$ cat config.mk
export PLATFORM = sky130hd
export DESIGN_NAME = lpc_decode_control_flat
export DESIGN_NICKNAME = d
export VERILOG_FILES = /design/src/rtl/lpc_decode_control_if.sv /design/src/rtl/lpc_decode_control.sv /design/src/flat_wrapper.sv
export SDC_FILE = /design/constraint.sdc
export NUM_CORES = 1
export LEC_CHECK = 0
export BUFFER_PORTS_ARGS = -buffer_cell sky130_fd_sc_hd__buf_2
export CAP_MARGIN = 10
export CORE_MARGIN = 8
export CORE_UTILIZATION = 60
export CTS_CLUSTER_DIAMETER = 100
export DETAILED_ROUTE_END_ITERATION = 10
export GPL_ROUTABILITY_DRIVEN = 1
export MAX_ROUTING_LAYER = met4
export PLACE_DENSITY = 0.81
export SETUP_SLACK_MARGIN = 0.02
export SYNTH_ARGS = -nofsm -noshare
export SYNTH_HDL_FRONTEND = slang
export SYNTH_SLANG_ARGS = --single-unit
$ cat constraint.sdc
create_clock -name clk -period 11.4 [get_ports clk]
set_input_delay 2.28 -clock clk [delete_from_list [all_inputs] [get_ports clk]]
set_output_delay 2.28 -clock clk [all_outputs]
set_load 0.02 [all_outputs]
$ cat src/rtl/lpc_decode_control_if.sv
// Bus bundle between the LPC decode sequencer (master) and the host/memory side (slave):
// frame handshake, coefficient/residual/history read ports and the output write port.
interface lpc_decode_control_if #(
  parameter int ORDER     = 10,
  parameter int FRAME_LEN = 160,
  parameter int DATA_W    = 16,
  parameter int COEF_W    = 16
);
  localparam int K_W = $clog2(ORDER + 1);
  localparam int N_W = $clog2(FRAME_LEN);

  logic                     start;
  logic                     ack;
  logic [K_W-1:0]           a_raddr;
  logic signed [COEF_W-1:0] a_rdata;
  logic [N_W-1:0]           e_raddr;
  logic signed [DATA_W-1:0] e_rdata;
  logic [N_W-1:0]           y_raddr;
  logic signed [DATA_W-1:0] y_rdata;
  logic [N_W-1:0]           y_waddr;
  logic signed [DATA_W-1:0] y_wdata;
  logic                     y_wen;
  logic [1:0]               mem_sel;
  logic                     busy;
  logic                     done;

  modport master (
    input  start, ack, a_rdata, e_rdata, y_rdata,
    output a_raddr, e_raddr, y_raddr, y_waddr, y_wdata, y_wen, mem_sel, busy, done
  );

  modport slave (
    output start, ack, a_rdata, e_rdata, y_rdata,
    input  a_raddr, e_raddr, y_raddr, y_waddr, y_wdata, y_wen, mem_sel, busy, done
  );
endinterface

$ cat src/rtl/lpc_decode_control.sv
// LPC decoder sequencer: runs the all-pole synthesis filter over one frame, one tap per cycle,
// and hands the memories to the host between frames through mem_sel.
module lpc_decode_control #(
  parameter int ORDER     = 10,
  parameter int FRAME_LEN = 160,
  parameter int DATA_W    = 16,
  parameter int COEF_W    = 16,
  parameter int COEF_FRAC = 12,
  parameter int ACC_W     = 40
) (
  input  logic                 clk,
  input  logic                 reset,
  lpc_decode_control_if.master bus
);
  localparam int K_W    = $clog2(ORDER + 1);
  localparam int N_W    = $clog2(FRAME_LEN);
  localparam int PROD_W = COEF_W + DATA_W;

  localparam logic [N_W-1:0]          N_LAST = N_W'(FRAME_LEN - 1);
  localparam logic signed [ACC_W-1:0] RND    = ACC_W'(1) << (COEF_FRAC - 1);
  localparam logic signed [ACC_W:0]   Y_MAX  = (ACC_W+1)'((1 << (DATA_W - 1)) - 1);
  localparam logic signed [ACC_W:0]   Y_MIN  = -Y_MAX - 1;

  typedef enum logic [2:0] {S_IDLE, S_EREAD, S_TAP, S_FLUSH, S_WRITE, S_DONE} state_t;

  state_t                   state, state_nxt;
  logic [N_W-1:0]           n;
  logic [K_W-1:0]           k;
  logic [K_W-1:0]           k_lim;
  logic signed [ACC_W-1:0]  acc;
  logic                     tap_vld;
  logic                     e_vld;
  logic signed [DATA_W-1:0] e_reg;
  logic signed [DATA_W-1:0] y_res;

  logic signed [PROD_W-1:0] prod;
  logic signed [ACC_W-1:0]  acc_sum;
  logic signed [ACC_W-1:0]  rounded;
  logic signed [ACC_W-1:0]  shifted;
  logic signed [DATA_W-1:0] e_cur;
  logic signed [ACC_W:0]    diff;
  logic signed [DATA_W-1:0] sat_val;

  // Taps beyond n would reach before the frame start, where history is zero.
  assign k_lim = (n < N_W'(ORDER)) ? n[K_W-1:0] : K_W'(ORDER);

  // Read data lags the address by one cycle, so tap_vld/e_vld mark which cycle's data is live.
  assign prod    = $signed(bus.a_rdata) * $signed(bus.y_rdata);
  assign acc_sum = acc + (tap_vld ? {{(ACC_W-PROD_W){prod[PROD_W-1]}}, prod} : '0);
  assign rounded = acc_sum + RND;
  assign shifted = rounded >>> COEF_FRAC;
  assign e_cur   = e_vld ? bus.e_rdata : e_reg;
  assign diff    = {{(ACC_W+1-DATA_W){e_cur[DATA_W-1]}}, e_cur} - {shifted[ACC_W-1], shifted};

  always_comb begin
    sat_val = diff[DATA_W-1:0];
    if (diff > Y_MAX)
      sat_val = Y_MAX[DATA_W-1:0];
    else if (diff < Y_MIN)
      sat_val = Y_MIN[DATA_W-1:0];
  end

  always_ff @(posedge clk or negedge reset) begin
    if (!reset) begin
      state   <= S_IDLE;
      n       <= '0;
      k       <= '0;
      acc     <= '0;
      tap_vld <= 1'b0;
      e_vld   <= 1'b0;
      e_reg   <= '0;
      y_res   <= '0;
    end else begin
      state   <= state_nxt;
      tap_vld <= (state == S_TAP);
      e_vld   <= (state == S_EREAD);
      if (e_vld)
        e_reg <= bus.e_rdata;
      case (state)
        S_IDLE:  if (bus.start) n <= '0;
        S_EREAD: begin
          acc <= '0;
          k   <= K_W'(1);
        end
        S_TAP: begin
          acc <= acc_sum;
          if (k != k_lim)
            k <= k + 1'b1;
        end
        S_FLUSH: y_res <= sat_val;
        S_WRITE: if (n != N_LAST) n <= n + 1'b1;
        default: ;
      endcase
    end
  end

  always_comb begin
    state_nxt   = state;
    bus.a_raddr = '0;
    bus.e_raddr = '0;
    bus.y_raddr = '0;
    bus.y_waddr = '0;
    bus.y_wdata = '0;
    bus.y_wen   = 1'b0;
    bus.mem_sel = 2'd0;
    bus.busy    = 1'b0;
    bus.done    = 1'b0;
    case (state)
      S_IDLE: begin
        if (bus.start)
          state_nxt = S_EREAD;
      end
      S_EREAD: begin
        bus.e_raddr = n;
        bus.mem_sel = 2'd1;
        bus.busy    = 1'b1;
        state_nxt   = (n != '0) ? S_TAP : S_FLUSH;
      end
      S_TAP: begin
        bus.a_raddr = k;
        bus.y_raddr = n - N_W'(k);
        bus.mem_sel = 2'd1;
        bus.busy    = 1'b1;
        if (k == k_lim)
          state_nxt = S_FLUSH;
      end
      S_FLUSH: begin
        bus.mem_sel = 2'd1;
        bus.busy    = 1'b1;
        state_nxt   = S_WRITE;
      end
      S_WRITE: begin
        bus.y_wen   = 1'b1;
        bus.y_waddr = n;
        bus.y_wdata = y_res;
        bus.mem_sel = 2'd1;
        bus.busy    = 1'b1;
        state_nxt   = (n == N_LAST) ? S_DONE : S_EREAD;
      end
      S_DONE: begin
        bus.mem_sel = 2'd2;
        bus.done    = 1'b1;
        if (bus.ack)
          state_nxt = S_IDLE;
      end
      default: state_nxt = S_IDLE;
    endcase
  end
endmodule
$ cat src/flat_wrapper.sv
// flat-port wrapper written by rule: the top's interface ports become plain ports
module lpc_decode_control_flat 
#(
  parameter int ORDER     = 10,
  parameter int FRAME_LEN = 160,
  parameter int DATA_W    = 16,
  parameter int COEF_W    = 16,
  parameter int COEF_FRAC = 12,
  parameter int ACC_W     = 40
)
  (clk, reset, bus_start, bus_ack, bus_a_rdata, bus_e_rdata, bus_y_rdata, bus_a_raddr, bus_e_raddr, bus_y_raddr, bus_y_waddr, bus_y_wdata, bus_y_wen, bus_mem_sel, bus_busy, bus_done);
  lpc_decode_control_if #(.ORDER(ORDER), .FRAME_LEN(FRAME_LEN), .DATA_W(DATA_W), .COEF_W(COEF_W)) bus_i ();
  input  logic clk;
  input  logic reset;
  input wire logic [$bits(bus_i.start)-1:0] bus_start;
  input wire logic [$bits(bus_i.ack)-1:0] bus_ack;
  input wire logic [$bits(bus_i.a_rdata)-1:0] bus_a_rdata;
  input wire logic [$bits(bus_i.e_rdata)-1:0] bus_e_rdata;
  input wire logic [$bits(bus_i.y_rdata)-1:0] bus_y_rdata;
  output wire logic [$bits(bus_i.a_raddr)-1:0] bus_a_raddr;
  output wire logic [$bits(bus_i.e_raddr)-1:0] bus_e_raddr;
  output wire logic [$bits(bus_i.y_raddr)-1:0] bus_y_raddr;
  output wire logic [$bits(bus_i.y_waddr)-1:0] bus_y_waddr;
  output wire logic [$bits(bus_i.y_wdata)-1:0] bus_y_wdata;
  output wire logic [$bits(bus_i.y_wen)-1:0] bus_y_wen;
  output wire logic [$bits(bus_i.mem_sel)-1:0] bus_mem_sel;
  output wire logic [$bits(bus_i.busy)-1:0] bus_busy;
  output wire logic [$bits(bus_i.done)-1:0] bus_done;
  assign bus_i.start = bus_start;
  assign bus_i.ack = bus_ack;
  assign bus_i.a_rdata = bus_a_rdata;
  assign bus_i.e_rdata = bus_e_rdata;
  assign bus_i.y_rdata = bus_y_rdata;
  assign bus_a_raddr = bus_i.a_raddr;
  assign bus_e_raddr = bus_i.e_raddr;
  assign bus_y_raddr = bus_i.y_raddr;
  assign bus_y_waddr = bus_i.y_waddr;
  assign bus_y_wdata = bus_i.y_wdata;
  assign bus_y_wen = bus_i.y_wen;
  assign bus_mem_sel = bus_i.mem_sel;
  assign bus_busy = bus_i.busy;
  assign bus_done = bus_i.done;
  lpc_decode_control #(.ORDER(ORDER), .FRAME_LEN(FRAME_LEN), .DATA_W(DATA_W), .COEF_W(COEF_W), .COEF_FRAC(COEF_FRAC), .ACC_W(ACC_W)) u_core (.clk(clk), .reset(reset), .bus(bus_i));
endmodule
==> Word-level counts from Yosys, hierarchy flattened <==
Cells that the tools add are included.
{ "totals": {"output_inout_bits": 49, "word_cells": 66, "latch_bits": 0, "ff_bits": 89, "ramBits": 0, "n_memories": 0, "mem_bits_ro": 0, "in_bits": 52} }
{ "op_classes": {"n_reduce_logical": 8, "n_eq_ne": 14, "order_cmp": 3, "bitwise_logic": 0, "div_mod_pow": 0, "muxes": 26, "addsub": 6, "shift": 0, "n_mul": 1} }
{ "op_table": {"columns": ["op", "count"], "rows": [
  ["case mux 40 bit (2 select lines)", 1],
  ["two-way mux 16 bit", 4],
  ["> comparator 41 x 16 -> 1 bit (second input constant)", 1],
  ["less-than comparator 41 x 16 -> 1 bit (second input constant)", 1],
  ["adder 40 x 13 -> 40 bit (second input constant)", 1],
  ["adder 40 bit", 1],
  ["two-way mux 40 bit", 1],
  ["two-way mux 8 bit", 5],
  ["multiplier 16 x 16 -> 32 bit", 1],
  ["subtractor 16 x 28 -> 29 bit", 1],
  ["case mux 3 bit (6 select lines)", 1],
  ["case mux 8 bit (2 select lines)", 1],
  ["two-way mux 3 bit", 4],
  ["two-way mux 4 bit", 3],
  ["adder 8 x 1 -> 8 bit (second input constant)", 1],
  ["equality test 8 bit (second input constant)", 1],
  ["less-than comparator 8 x 4 -> 1 bit (second input constant)", 1],
  ["inequality test 2 bit (second input constant)", 4],
  ["inequality test 8 bit (second input constant)", 1],
  ["case mux 4 bit (2 select lines)", 1],
  ["nonzero test 8 bit", 1],
  ["subtractor 8 x 4 -> 8 bit", 1],
  ["equality test 3 x 2 -> 1 bit (second input constant)", 2],
  ["equality test 3 bit (second input constant)", 2],
  ["12 further kinds", 17]
]} }

==> Longest topological paths before layout <==
Gate-level depths: netlist of run 1.
{ "logic_depth": {"ltp_word": 8, "mapped_depth": 52, "ltp_nobuf": 49} }

==> Worst setup path after synthesis of run 1 <==
OpenSTA, ideal clock, no wires.
{ "synth_timing": {"path_kind": "input -> register", "from": "in bus_y_rdata[6]", "to": "reg u_core.y_res[11]", "stages": 47, "setup_time_ns": 0.118, "required_time_ns": 11.282, "slack_ns": -1.756, "t_arrival_ns": 13.038, "path_buffers": 3, "path_cell_list": "clkbuf_1 -> and2_1 -> fa_1 -> inv_1 -> fa_1 -> fa_1 -> fa_1 -> inv_1 -> fa_1 -> inv_1 -> fa_1 -> inv_1 -> ha_1 -> a21oi_1 -> o21ai_0 -> a21oi_1 -> o31ai_1 -> a221o_1 -> [11 not listed] -> or3_4 -> nor4b_2 -> nand2_1 -> xor2_1 -> ha_1 -> a21o_1 -> a21o_1 -> a21o_1 -> a21o_1 -> a21o_1 -> o2bb2ai_1 -> a211oi_1 -> xor2_1 -> nand2_1 -> o41a_1 -> buf_2 -> a21oi_1 -> nor2_1"} }
{ "synth_between": {"elab_chain_cells": 8, "word_cells_on_any_way": 9, "classes_between": "3 x add/sub; 1 x mul; 2 x order compare; 3 x mux"} }
{ "synth_lines": {"columns": ["element", "line_no", "rtl"], "rows": [
  ["from (decl)", "flat_wrapper.sv:19", "input wire logic [$bits(bus_i.y_rdata)-1:0] bus_y_rdata;"],
  ["multiplier 16 x 16 -> 32 bit (*)", "lpc_decode_control.sv:48", "assign prod = $signed(bus.a_rdata) * $signed(bus.y_rdata);"],
  ["two-way mux 40 bit (*)", "lpc_decode_control.sv:49", "assign acc_sum = acc + (tap_vld ? {{(ACC_W-PROD_W){prod[PROD_W-1]}}, prod} : '0);"],
  ["adder 40 bit (*)", "lpc_decode_control.sv:49", null],
  ["adder 40 x 13 -> 40 bit (*)", "lpc_decode_control.sv:50", "assign rounded = acc_sum + RND;"],
  ["subtractor 16 x 28 -> 29 bit (*)", "lpc_decode_control.sv:53", "assign diff = {{(ACC_W+1-DATA_W){e_cur[DATA_W-1]}}, e_cur} - {shifted[ACC_W-1], shifted};"],
  ["less-than comparator 41 x 16 -> 1 bit", "lpc_decode_control.sv:59", "else if (diff < Y_MIN)"],
  ["two-way mux 16 bit", "lpc_decode_control.sv:59", null],
  ["two-way mux 16 bit (*)", "lpc_decode_control.sv:57", "if (diff > Y_MAX)"],
  ["to (signal assigned)", "lpc_decode_control.sv:90", "S_FLUSH: y_res <= sat_val;"],
  ["to (decl)", "lpc_decode_control.sv:34", "logic signed [DATA_W-1:0] y_res;"]
]} }
Every way passes the cells marked *; elsewhere a longest branch is shown, timed or not.
A chain may end at the register's enable or synchronous reset.

==> Final worst setup path of run 1 <==
{ "layout_timing": {"from": "in bus_a_rdata[8]", "to": "reg u_core.y_res[11]"} }
{ "layout_between": {"elab_chain_cells": 8, "word_cells_on_any_way": 9, "classes_between": "3 x add/sub; 1 x mul; 2 x order compare; 3 x mux"} }
{ "layout_lines": {"columns": ["element", "line_no", "rtl"], "rows": [
  ["from (decl)", "flat_wrapper.sv:17", "input wire logic [$bits(bus_i.a_rdata)-1:0] bus_a_rdata;"],
  ["multiplier 16 x 16 -> 32 bit (*)", "lpc_decode_control.sv:48", null],
  ["two-way mux 40 bit (*)", "lpc_decode_control.sv:49", null],
  ["adder 40 bit (*)", "lpc_decode_control.sv:49", null],
  ["adder 40 x 13 -> 40 bit (*)", "lpc_decode_control.sv:50", null],
  ["subtractor 16 x 28 -> 29 bit (*)", "lpc_decode_control.sv:53", null],
  ["less-than comparator 41 x 16 -> 1 bit", "lpc_decode_control.sv:59", null],
  ["two-way mux 16 bit", "lpc_decode_control.sv:59", null],
  ["two-way mux 16 bit (*)", "lpc_decode_control.sv:57", null]
]} }
Marks and branches as above.

==> results.toml, run 1 <==
[outcome]
status = "finished, violations left"
violations = "setup timing"

[detailed_routing]
ant_nets = 0
wl_per_cell_microns = 16.81
routed_wirelength_mm = 49.90
drc = 0
routed-via-count = 16768
drt_iter0_drc = 1113
first_pass_iters = 6
viasPerCell = 5.648

[global_route]
grt_pass1_vias = 17646
grt_pass1_wl_mm = 81.36
grt_max_degree = 70
overflow = 0
grt.total_usage_pct = 27.74
antenna_found_initial = 0

[synthesis]
seq_area_frac_synth_pct = 12.16
synth_top_cell_by_area = "fa_1"
synth_top_area_share_pct = 28.97
synth_compound_area_share_pct = 13.38
muxShareOfSynthArea_pct = 1.312
synth_top_family_by_area = "adder cells"
synthArstFlopShare_pct = 100.0
synth.avg_cell_area_sq_um = 8.646
synth_cell_types = 90
synth_ff_type = "dfrtp_1"
yosysWarnings = 0
synth_area_leaders = "fa_1 29%, dfrtp_1 12%, ha_1 11%, inv_1 7.0%, and2_1 4.5%"
synthXorXnorAreaFrac_pct = 6.170
synth_fa_ha_area_share_pct = 39.70
synth-seq-cells = 89
synth-edff-count = 0
yosys.area_share.simple_pct = 18.66
synth_fp_nets = 2592
synthCells = 2118
synthesis.area_sq_um = 18310

[floorplan]
start_util_pct = 60.34
core_sq_um = 30350
die_w_microns = 190.7
rows = 64
die-area_sq_um = 36370
ios = 101
fp.dieH_microns = 190.7

[cts]
cts.sinks = 89
cts_tree = "built"
htreeDepth = 3
clockBufferDepth = 2
clk_latency_ps = 350
numCtsBuffers = 9
ctsHoldBuffers = 0
cts-root-buf = "clkbuf_16"
clk_pin_slew_ps = 70

[timing]
slew_headroom_pct = 40.51
min_period_ps = 12610
period_share_pct = 110.7
rsz0062_at_grt = "yes"
holdWs_ps = 491.3
fmax_ghz = 0.07927
setup_slack_ps = -1215
finClkSkew_ps = 6.986
fin_tns_setup_ps = -18820
setup_violations = 16
slew_violations = 0
tightest_slew_ps = 892.3
hold_viol = 0

[hold_path]
holdCritPathClass = "reg -> reg"
worstHoldStart = "u_core.acc[3]"

[worst_setup_path]
path_max_fanout = 7
crit_family = "adder cells"
crit_required_ps = 11640
crit_path_max_incr_delay_ps = 540
startpoint_type = "input port"
critPathBufInv = 8
end_kind = "flop"
crit_arrival_ps = 12860
cp_slowest_cell = "fa_1"
crit_start = "bus_a_rdata[8]"
r2r_start = "u_core.tap_vld"
critPathKind = "in -> reg"

[place]
io_buffers = 100
placed_cell_area_sq_um = 22120
place_inst = 2924
place_hpwl_mm = 40.54
place_congestion = 0.9532

[flow_run]
drv_cap = 0

[cells_and_area]
register_area_sq_um = 2227
antenna-diode-count = 0
largest_register_ffs = 40
fin_nets = 3042
most-common-layout-cells = "406 x buf_4, 335 x inv_1, 258 x fa_1, 204 x nand2_1, 149 x ha_1"
final_common_cell = "buf_4"
area_delta_synth_final_pct = 26.67
fill_cells = 2037
fin_area_sq_um = 23200
multi_input_area_sq_um = 15140
stdcell_count = 2969
drive_gt1_share_pct = 26.47
## worst reg2reg max path: cells and delay by family, from the launching register on
kind / cells / cell delay (ps)
AOI/OAI and AO/OA: 15 / 3080
buffers and inverters: 3 / 1110
xor gates and xnor gates: 2 / 370
and+or+nand+nor: 7 / 1400
adders and majority gates: 3 / 890
DFF: 1 / 580
## metrics by stage
stage,setup slack [ps],util (%)
floorplan,-1136,-
global route,-1616,76.43
finish,-1215,76.43
global placement,-1358,72.89
detailed placement,-1671,72.89
CTS,-1083,74.83
## worst paths after layout
kind	end	slack, ps	cells after the start
worst max-delay path	u_core.y_res[11]	-1210	47
worst min-delay path	u_core.acc[3]	490	2
worst max register to register	u_core.y_res[11]	3890	30
worst min register to register	u_core.acc[3]	490	2
max in group asynchronous	u_core.acc[10]	8400	2
min in group asynchronous	u_core.acc[39]	1820	1
## cells in the mapped netlist, types with 4 or more instances
cell type and count:
inv_1 342, fa_1 265, nand2_1 209, ha_1 157, nor2_1 135, and2_1 131, a21oi_1 92, dfrtp_1 89
xnor2_1 75, clkbuf_1 72, o21ai_0 65, a21o_1 49, xor2_1 49, and3_1 40, nand3_1 35, nand2b_1 25
a22o_1 21, nor3_1 20, nand4_1 17, nor2b_1 17, o21a_1 17, mux2_2 16, a211oi_1 13, o211ai_1 12
o21bai_1 9, o31ai_1 9, nor4_1 8, a31oi_1 6, mux2i_1 6, o22a_1 6, o21ai_1 5, or2_2 5
and4_1 4, nand3b_1 4, o22ai_1 4, or3_1 4
## per-layer routing
layer  up-vias  share of wire (%)  track usage, %
met4         0                3.5           9.129
met1      8265                 39           32.61
li1       7794                  -               -
met3       156                5.2           3.603
met2       553                 53           48.66
met5         -                  0               -
## cell families after synthesis
family / Yosys count
and+or+nand+nor: 678
xor gates and xnor gates: 126
AOI/OAI and AO/OA: 362
buffers and inverters: 419
DFF: 89
adders and majority gates: 422
muxes: 22
## area by class of cell
class                   instances  area share [%]
multi-input cells            1610           65.25
well taps                     396           2.136
repair buffers                515           16.26
clock buffers                  10          0.9871
inverters                     343           5.550
flip-flops and latches         89           9.601
clock inverters                 6          0.2158
## what timing repair did
item | in CTS | in global routing
pin swaps | 13 | 34
setup endpoints to repair | 16 | 16
gates resized for setup | 50 | 75
gates cloned | 0 | 3
setup buffers | 14 | 12
Power of run 1 is left out: the tool's default activity adds up to more than one toggle a clock period on the data nets, which glitch-free logic cannot reach.
==> run 2, diff against run 1 <==
==> constraint.sdc (replaced) <==
create_clock -name clk -period 11.4 [get_ports clk]
set_input_delay 1.14 -clock clk [delete_from_list [all_inputs] [get_ports clk]]
set_output_delay 1.14 -clock clk [all_outputs]
set_load 0.02 [all_outputs]
==> run 2 against run 1 <==
The flow now finishes without violations. Global-route usage down 1.4 points. Design area down 4.2%. Sequential share of layout area up 0.42 points. Core utilization down 3.2 points. Count of clock-buffer cells in the layout unchanged. Non-clock buffer count down 116. Flip-flop and latch count unchanged. Routed wire length down 6.2%. Critical endpoint is now u_core.y_res[1]. Largest cell class unchanged.
==> results.toml, run 2 (synthesis results as in run 1) <==
[timing]
min_period_ps = 11400
rsz0062_at_grt = "yes"
period_share_pct = 99.99
slew_headroom_pct = 36.27
hold_viol = 0
holdWs_ps = 489.9
setup_violations = 0
fmax_ghz = 0.08773
tightest_slew_ps = 956.0
finClkSkew_ps = 12.43
slew_violations = 0

[place]
io_buffers = 100
place_congestion = 0.9442
place_hpwl_mm = 38.37

[cells_and_area]
largest_register_ffs = 40
area_delta_synth_final_pct = 21.39
final_common_cell = "inv_1"
drive_gt1_share_pct = 23.00
most-common-layout-cells = "332 x inv_1, 299 x buf_4, 254 x fa_1, 205 x nand2_1, 144 x ha_1"
antenna-diode-count = 0
fin_nets = 2926

[detailed_routing]
viasPerCell = 5.606
wirelength_met1_mm = 19.50
highest_layer = "met4"
met3_length_mm = 1.875
ant_nets = 0
routed_wirelength_mm = 46.78
first_pass_iters = 7
wl_per_cell_microns = 16.40
routed-via-count = 15993
dr_wl_met2_mm = 24.57
drt_iter0_drc = 939
drc = 0

[cts]
cts_tree = "built"
htreeDepth = 3
clk_latency_ps = 350
clockBufferDepth = 2
clk_pin_slew_ps = 70
ctsHoldBuffers = 0
cts-root-buf = "clkbuf_16"
numCtsBuffers = 9
cts.sinks = 89

[worst_setup_path]
crit_arrival_ps = 11620
r2r_cells = 29
r2r_start = "u_core.tap_vld"
path_max_fanout = 8
end_kind = "flop"
timing.rr.end = "u_core.y_res[1]"
crit_required_ps = 11620
startpoint_type = "input port"
critPathKind = "in -> reg"
crit_path_max_incr_delay_ps = 550
cp_slowest_cell = "fa_1"
r2r_slack_ps = 3860

[global_route]
overflow = 0
grt_pass1_vias = 16597
grt.total_usage_pct = 26.32
grt_max_degree = 72
grt_pass1_wl_mm = 77.69
antenna_found_initial = 0

[hold_path]
worstHoldStart = "u_core.acc[3]"
holdCritPathClass = "reg -> reg"
hold_depth = 2
holdPathEnd = "u_core.acc[3]"

[floorplan]
rows = 64
die-area_sq_um = 36370
core_sq_um = 30350
fp.dieH_microns = 190.7
die_w_microns = 190.7
start_util_pct = 60.34
ios = 101

[outcome]
status = "finished, final reports clean"

[flow_run]
drv_cap = 0
-- run 2: area by class of cell --
cell class / count / area [sq um]
Inverter: 343 / 1287
Sequential cell: 89 / 2227
Tap cell: 396 / 495.5
Multi-Input combinational cell: 1610 / 15030
Fill cell: 2217 / 8120
Clock buffer: 10 / 239.0
Timing Repair Buffer: 399 / 2882
Clock inverter: 6 / 72.57
-- run 2: per-stage QoR --
| stage | worst slack, ps | util, % | TNS, ps | std cells | cell area [sq um] |
|---|---|---|---|---|---|
| floorplan | 4.108 | - | 0 | 2118 | 18580 |
| detailed placement | -455.8 | 70.49 | -6055 | 2828 | 21390 |
| global route | -472.8 | 73.24 | -6645 | 2853 | 22230 |
| finish | 1.407 | 73.24 | 0 | 2853 | 22230 |
| CTS | 20.56 | 71.75 | 0 | 2844 | 21780 |
| global placement | -240.6 | 70.49 | -3183 | 2828 | 21390 |
-- run 2: critical path: cells and delay by family --
kind | cells | cell delay (ps)
compound gates | 16 | 2970
buf+inv | 12 | 1420
xor+xnor | 3 | 580
fa+ha+maj | 9 | 3900
simple gates | 10 | 1620
-- run 2: worst max path at each step --
stage | end | slack, ps | startpoint | cells after the start
final | u_core.y_res[1] | 1 | bus_a_rdata[10] | 50
after global routing | u_core.y_res[3] | -470 | bus_a_rdata[4] | 48
after CTS | u_core.y_res[7] | 20 | bus_y_rdata[3] | 48
after detailed placement | u_core.y_res[7] | -460 | bus_y_rdata[6] | 49
after global placement | u_core.y_res[7] | -240 | bus_y_rdata[6] | 47
after floorplan | u_core.y_res[11] | 4 | bus_y_rdata[6] | 49
-- run 2: what timing repair did --
item                       in CTS  in global routing
cloned                          0                  2
pin swaps                       4                 30
gates resized for setup        12                104
setup endpoints to repair      15                 16
buffers inserted                0                  7
-- run 2: routing by layer --
metal | track usage [%] | vias to the layer above
met1 | 32.81 | 7953
met4 | 5.907 | 0
met3 | 2.615 | 81
met2 | 45.84 | 407
li1 | - | 7552
met5 | - | -
Power of run 2 is left out for the same reason.
